<file path="src/rtl/axi_lite_pkg.sv">
// rtl/axi_lite_pkg.sv - shared AXI4-Lite widths and response encoding
`timescale 1ns/1ps
package axi_lite_pkg;
  localparam int ADDR_W = 32;
  localparam int DATA_W = 32;
  localparam int STRB_W = 4;

  // EXOKAY (2'b01) and DECERR (2'b11) are reserved and never produced
  typedef enum logic [1:0] {
    OKAY   = 2'b00,
    SLVERR = 2'b10
  } resp_t;
endpackage

</file>
<file path="src/rtl/axi_lite_regfile.sv">
// rtl/axi_lite_regfile.sv - byte-enabled 32-bit register file, one write port, one async read port
`timescale 1ns/1ps
module axi_lite_regfile
  import axi_lite_pkg::*;
#(
  parameter int                NUM_REGS  = 16,
  parameter logic [DATA_W-1:0] RESET_VAL = '0,
  localparam int               IW        = $clog2(NUM_REGS)
) (
  input  logic              i_clk,
  input  logic              i_rst,
  input  logic              i_we,
  input  logic [IW-1:0]     i_widx,
  input  logic [DATA_W-1:0] i_wdata,
  input  logic [STRB_W-1:0] i_wstrb,
  input  logic [IW-1:0]     i_ridx,
  output logic [DATA_W-1:0] o_rdata
);
  logic [DATA_W-1:0] r_mem [NUM_REGS];

  always_ff @(posedge i_clk) begin
    if (i_rst) begin
      for (int i = 0; i < NUM_REGS; i++) r_mem[i] <= RESET_VAL;
    end else if (i_we) begin
      for (int b = 0; b < STRB_W; b++)
        if (i_wstrb[b]) r_mem[i_widx][8*b +: 8] <= i_wdata[8*b +: 8];
    end
  end

  assign o_rdata = r_mem[i_ridx];
endmodule

</file>
<file path="src/rtl/axi_lite_modport.sv">
// rtl/axi_lite_modport.sv - AXI4-Lite slave endpoint backed by a register file
`timescale 1ns/1ps
module axi_lite_modport
  import axi_lite_pkg::*;
#(
  parameter int                NUM_REGS  = 16,
  parameter logic [DATA_W-1:0] RESET_VAL = '0
) (
  input  logic              ACLK_i,
  input  logic              ARESET_i,
  input  logic [ADDR_W-1:0] ARADDR_i,
  input  logic              ARVALID_i,
  output logic              ARREADY_o,
  output logic [DATA_W-1:0] RDATA_o,
  output logic [1:0]        RRESP_o,
  output logic              RVALID_o,
  input  logic              RREADY_i,
  input  logic [ADDR_W-1:0] AWADDR_i,
  input  logic              AWVALID_i,
  output logic              AWREADY_o,
  input  logic [DATA_W-1:0] WDATA_i,
  input  logic [STRB_W-1:0] WSTRB_i,
  input  logic              WVALID_i,
  output logic              WREADY_o,
  output logic [1:0]        BRESP_o,
  output logic              BVALID_o,
  input  logic              BREADY_i
);
  localparam int IW = $clog2(NUM_REGS);

  logic              r_aw_held;
  logic [ADDR_W-1:0] r_aw_addr;
  logic              r_w_held;
  logic [DATA_W-1:0] r_w_data;
  logic [STRB_W-1:0] r_w_strb;
  logic              r_bvalid;
  resp_t             r_bresp;
  logic              r_rvalid;
  logic [DATA_W-1:0] r_rdata;
  resp_t             r_rresp;

  logic              w_aw_hs, w_w_hs, w_ar_hs, w_commit;
  logic [ADDR_W-1:0] w_wr_addr;
  logic [DATA_W-1:0] w_wr_data;
  logic [STRB_W-1:0] w_wr_strb;
  logic              w_wr_ok, w_rd_ok;
  logic [DATA_W-1:0] w_rd_data;
  logic              w_unused_lsb;

  assign AWREADY_o = !ARESET_i && !r_aw_held && !r_bvalid;
  assign WREADY_o  = !ARESET_i && !r_w_held && !r_bvalid;
  assign ARREADY_o = !ARESET_i && !r_rvalid;

  assign w_aw_hs = AWVALID_i && AWREADY_o;
  assign w_w_hs  = WVALID_i && WREADY_o;
  assign w_ar_hs = ARVALID_i && ARREADY_o;

  // A beat counts as available if latched earlier or handshaking this edge
  assign w_commit  = (r_aw_held || w_aw_hs) && (r_w_held || w_w_hs);
  assign w_wr_addr = r_aw_held ? r_aw_addr : AWADDR_i;
  assign w_wr_data = r_w_held ? r_w_data : WDATA_i;
  assign w_wr_strb = r_w_held ? r_w_strb : WSTRB_i;
  assign w_wr_ok   = (w_wr_addr[ADDR_W-1:IW+2] == '0);
  assign w_rd_ok   = (ARADDR_i[ADDR_W-1:IW+2] == '0);
  assign w_unused_lsb = &{1'b0, w_wr_addr[1:0], ARADDR_i[1:0]};

  axi_lite_regfile #(.NUM_REGS(NUM_REGS), .RESET_VAL(RESET_VAL)) u_regfile (
    .i_clk   (ACLK_i),
    .i_rst   (ARESET_i),
    .i_we    (w_commit && w_wr_ok),
    .i_widx  (w_wr_addr[IW+1:2]),
    .i_wdata (w_wr_data),
    .i_wstrb (w_wr_strb),
    .i_ridx  (ARADDR_i[IW+1:2]),
    .o_rdata (w_rd_data)
  );

  always_ff @(posedge ACLK_i) begin
    if (ARESET_i) begin
      r_aw_held <= 1'b0;
      r_aw_addr <= '0;
      r_w_held  <= 1'b0;
      r_w_data  <= '0;
      r_w_strb  <= '0;
      r_bvalid  <= 1'b0;
      r_bresp   <= OKAY;
      r_rvalid  <= 1'b0;
      r_rdata   <= '0;
      r_rresp   <= OKAY;
    end else begin
      if (w_commit) begin
        r_aw_held <= 1'b0;
        r_w_held  <= 1'b0;
        r_bvalid  <= 1'b1;
        r_bresp   <= w_wr_ok ? OKAY : SLVERR;
      end else begin
        if (w_aw_hs) begin
          r_aw_held <= 1'b1;
          r_aw_addr <= AWADDR_i;
        end
        if (w_w_hs) begin
          r_w_held <= 1'b1;
          r_w_data <= WDATA_i;
          r_w_strb <= WSTRB_i;
        end
        if (r_bvalid && BREADY_i) r_bvalid <= 1'b0;
      end
      // Read samples the pre-edge register value, so a same-edge write is not seen
      if (w_ar_hs) begin
        r_rvalid <= 1'b1;
        r_rdata  <= w_rd_ok ? w_rd_data : '0;
        r_rresp  <= w_rd_ok ? OKAY : SLVERR;
      end else if (r_rvalid && RREADY_i) begin
        r_rvalid <= 1'b0;
      end
    end
  end

  assign BVALID_o = r_bvalid;
  assign BRESP_o  = r_bresp;
  assign RVALID_o = r_rvalid;
  assign RDATA_o  = r_rdata;
  assign RRESP_o  = r_rresp;
endmodule

</file>
<file path="config.mk">
export PLATFORM = sky130hd
export DESIGN_NAME = axi_lite_modport
export DESIGN_NICKNAME = d
export VERILOG_FILES = /design/src/rtl/axi_lite_pkg.sv /design/src/rtl/axi_lite_regfile.sv /design/src/rtl/axi_lite_modport.sv
export SDC_FILE = /design/constraint.sdc
export NUM_CORES = 1
export LEC_CHECK = 0
export ABC_AREA = 1
export CORE_ASPECT_RATIO = 1.75
export CORE_MARGIN = 4
export CORE_UTILIZATION = 35
export CTS_CLUSTER_DIAMETER = 50
export DETAILED_ROUTE_END_ITERATION = 7
export PLACE_DENSITY = 0.51
export SYNTH_ARGS = -nofsm -noshare
export SYNTH_HDL_FRONTEND = slang
export SYNTH_SLANG_ARGS = --single-unit
</file>
<file path="constraint.sdc">
create_clock -name ACLK_i -period 6 [get_ports ACLK_i]
set_input_delay 0.6 -clock ACLK_i [delete_from_list [all_inputs] [get_ports ACLK_i]]
set_output_delay 0.6 -clock ACLK_i [all_outputs]
set_load 0.1 [all_outputs]
</file>
==> flow_metrics.env <==
export IMPL_status="finished clean"
export IMPL_start_util_pct=35.39
export IMPL_timing_final_crit_share_pct=57.11
export IMPL_end_kind="flip-flop"
export IMPL_num_antenna_cells=0
export IMPL_cp_slowest_cell="a21oi_4"
export IMPL_slew_headroom_pct=20.95
export IMPL_clk_latency_ns=0.62
export IMPL_hp_class="reg2reg"
export IMPL_fin_skew_ns=0.01030
export IMPL_yosys_warnings=0
export IMPL_die_h_um=384.3
export IMPL_cts_tree="yes"
export IMPL_grt_pass1_vias=20980
export IMPL_required_ns=6.28
export IMPL_drive_gt1_share_pct=9.489
export IMPL_wl_per_cell_um=21.05
export IMPL_routed_wl_um=85380
export IMPL_ys_ff_latch=616
export IMPL_ant_nets=0
export IMPL_hold_violations=0
export IMPL_track_usage_pct=19.36
export IMPL_yosysUniqueCellTypes=34
export IMPL_path_cells="nand2_1 -> nor2_1 -> nand3b_1 -> a21oi_4 -> buf_4 -> nand4_1 -> nand2_1"
export IMPL_multi_input_area_um2=9992
export IMPL_max_stage_delay_ns=0.93
export IMPL_drc=0
export IMPL_syn_avg_cell_area_um2=9.744
export IMPL_pre_cts_ws_ns=2.038
export IMPL_die_w_um=223.1
export IMPL_dr_pass1_iters=7
export IMPL_dp_hpwl_um=56780
export IMPL_fin_crit_ns=3.427
export IMPL_final_setup_viol_count=0
export IMPL_cts_max_level=2
export IMPL_fin_nets=3072
export IMPL_rsz0062_at_grt="false"
export IMPL_critPathKind="reg2reg"
export IMPL_vias=20870
export IMPL_grt_first_pass_wirelength_um=127200
export IMPL_cts_sinks=616
export IMPL_io_buffers=141
export IMPL_root_buffer="clkbuf_16"
export IMPL_antenna_found_initial=1
export IMPL_grt_max_degree=130
export IMPL_clockBufferDepth=3
export IMPL_cts_buffers=57
export IMPL_start_kind="flip-flop"
export IMPL_fin_cells=4056
export IMPL_rrSetupSlack_ns=2.57
export IMPL_drtIter0Drc=1317
export IMPL_fin_tns_setup_ns=0
export IMPL_clk_pin_slew_ns=0.06
export IMPL_num_fill_cells=7867
export IMPL_dp_cells=3948
export IMPL_leakage_nw=12.59
export IMPL_ys_seq_area_share_pct=61.63
export IMPL_syn_area_um2=28330
export IMPL_cts_hold_buf=0
export IMPL_cap_violations=0
export IMPL_viasPerCell=5.144
export IMPL_gp_congestion=0.8453
export IMPL_fmax_mhz=291.8
export IMPL_cts_resized=0
export IMPL_critPathMaxFanout=19
export IMPL_core_area_um2=80050
export IMPL_postCtsSetupRepairBufs=0
export IMPL_cpMostUsedCell="nand2_1"
export IMPL_maxSlewViolCount=0
export IMPL_gr_total_overflow=0
export IMPL_fin_ws_ns=2.573
export IMPL_syn_inst=2907
export IMPL_vdd_drop_max_mv=0.2327
export IMPL_power_density_nw_per_um2=292.2
export IMPL_max_slew_worst_pin_slew_ns=1.183
export IMPL_fp_dieArea_um2=85730
export IMPL_pin_count=148
export IMPL_syn2layout_area_growth_pct=15.15
export IMPL_arrival_ns=3.71
export IMPL_std_cell_rows=137
export IMPL_regArea_um2=17460
## final cells by class
cell class	count	share of cell area (%)
flip-flops and latches	616	53.52
multi-input cells	2067	30.63
repair buffers	197	5.658
clock buffers	68	4.630
well taps	1042	3.997
clock inverters	40	1.224
inverters	26	0.3376
## metrics by stage
stage / total power [W] / utilization (%) / hold slack, ns / instance area, µm²
floorplan: 0.005468 / - / 0.4292 / 28330
global placement: 0.005857 / 38.36 / 0.4412 / 30710
detailed placement: 0.005876 / 38.36 / 0.4484 / 30710
CTS: 0.009628 / 40.75 / 0.4577 / 32620
global route: 0.009858 / 40.75 / 0.4838 / 32620
finish: 0.009530 / 40.75 / 0.4536 / 32620
## per-layer routing
metal | global-route usage (%) | up-vias | part of all wire [%]
li1 | - | 10010 | -
met1 | 21.84 | 10080 | 37
met2 | 36.84 | 627 | 54
met3 | 2.306 | 148 | 4.6
met4 | 7.641 | 2 | 4.2
met5 | 0 | - | 0.0082
## cells by family after synthesis
family                 synth area share (%)
muxes                                 1.131
DFF                                   61.63
AOI/OAI and AO/OA                     2.054
and+or+nand+nor                       31.46
other                               0.01324
buffers and inverters                 3.715
## registers in the layout, indices dropped and copies added, names as in the netlist, 4 cells and up
signal	cells
r_w_data	32
r_aw_addr	30
r_w_strb	4
u_regfile.r_mem	512
RDATA_o	32
## critical path, delay by kind of cell (launching register included)
family | cells | cell delay [ns]
buffers and inverters | 1 | 0.35
and+or+nand+nor | 5 | 1.14
DFF | 1 | 0.63
AOI/OAI and AO/OA | 1 | 0.93
## report_power, final
part           total, W  leakage [nW]  internal [W]  switching, W
clock           0.00375         0.923       0.00210       0.00165
combinational  0.000955          5.53      0.000248      0.000706
sequential      0.00482          6.14       0.00477     0.0000552
## cell usage after synthesis
cell type,count,area [µm²]
nand3_1,485,2427
buf_4,3,22.52
a21oi_2,1,8.760
mux2i_1,32,320.3
edfxtp_1,512,15370
buf_12,3,60.06
or2_2,1,6.260
nand3b_1,1,7.510
nand2_4,1,11.26
buf_2,12,60.06
nand4_4,51,1085
inv_1,18,67.56
buf_1,14,52.55
or2_1,1,6.260
inv_4,1,6.260
o21ai_0,70,350.3
nor3_1,3,15.01
nor2_1,667,2504
clkbuf_2,1,5.000
conb_1,1,3.750
buf_6,14,157.7
o21ai_1,2,10.01
clkbuf_1,150,563.0
nor2_2,40,250.2
nand2_1,656,2462
buf_8,2,30.03
clkinv_1,1,3.750
inv_2,5,18.77
a21oi_1,39,195.2
nand4_1,4,25.02
nand4_2,9,112.6
o21ai_2,2,17.52
dfxtp_1,104,2082
clkinv_2,1,5.000
## path summary, 6_finish.rpt
kind | cells after the start | from | to
min | 2 | r_aw_addr[30] | r_aw_addr[30]
min reg2reg | 2 | r_aw_addr[30] | r_aw_addr[30]
max | 7 | r_aw_held | u_regfile.r_mem[8][8]
max reg2reg | 7 | r_aw_held | u_regfile.r_mem[8][8]
## cell usage in the layout, fill, tap and decap left out, types with 3 or more instances in the layout
| cell | synthesis | layout |
|---|---|---|
| o21ai_0 | 70 | 70 |
| clkinvlp_2 | 0 | 4 |
| mux2i_2 | 0 | 8 |
| clkbuf_16 | 0 | 59 |
| nand3_1 | 485 | 485 |
| inv_2 | 5 | 5 |
| nand4_4 | 51 | 51 |
| mux2i_4 | 0 | 8 |
| clkinvlp_4 | 0 | 4 |
| nor2_4 | 0 | 4 |
| nand4_1 | 4 | 4 |
| dfxtp_1 | 104 | 103 |
| nor2_1 | 667 | 666 |
| clkdlybuf4s50_1 | 0 | 137 |
| nand4_2 | 9 | 9 |
| clkinv_2 | 1 | 14 |
| buf_4 | 3 | 55 |
| inv_1 | 18 | 15 |
| bufinv_16 | 0 | 7 |
| edfxtp_1 | 512 | 512 |
| a21oi_1 | 39 | 39 |
| nor2_2 | 40 | 37 |
| nor3_1 | 3 | 3 |
| mux2i_1 | 32 | 16 |
| inv_6 | 0 | 3 |
| nand2_1 | 656 | 654 |
| clkbuf_1 | 150 | 9 |
| clkinv_1 | 1 | 9 |
| inv_4 | 1 | 3 |
(Power assumes the default switching activity.)
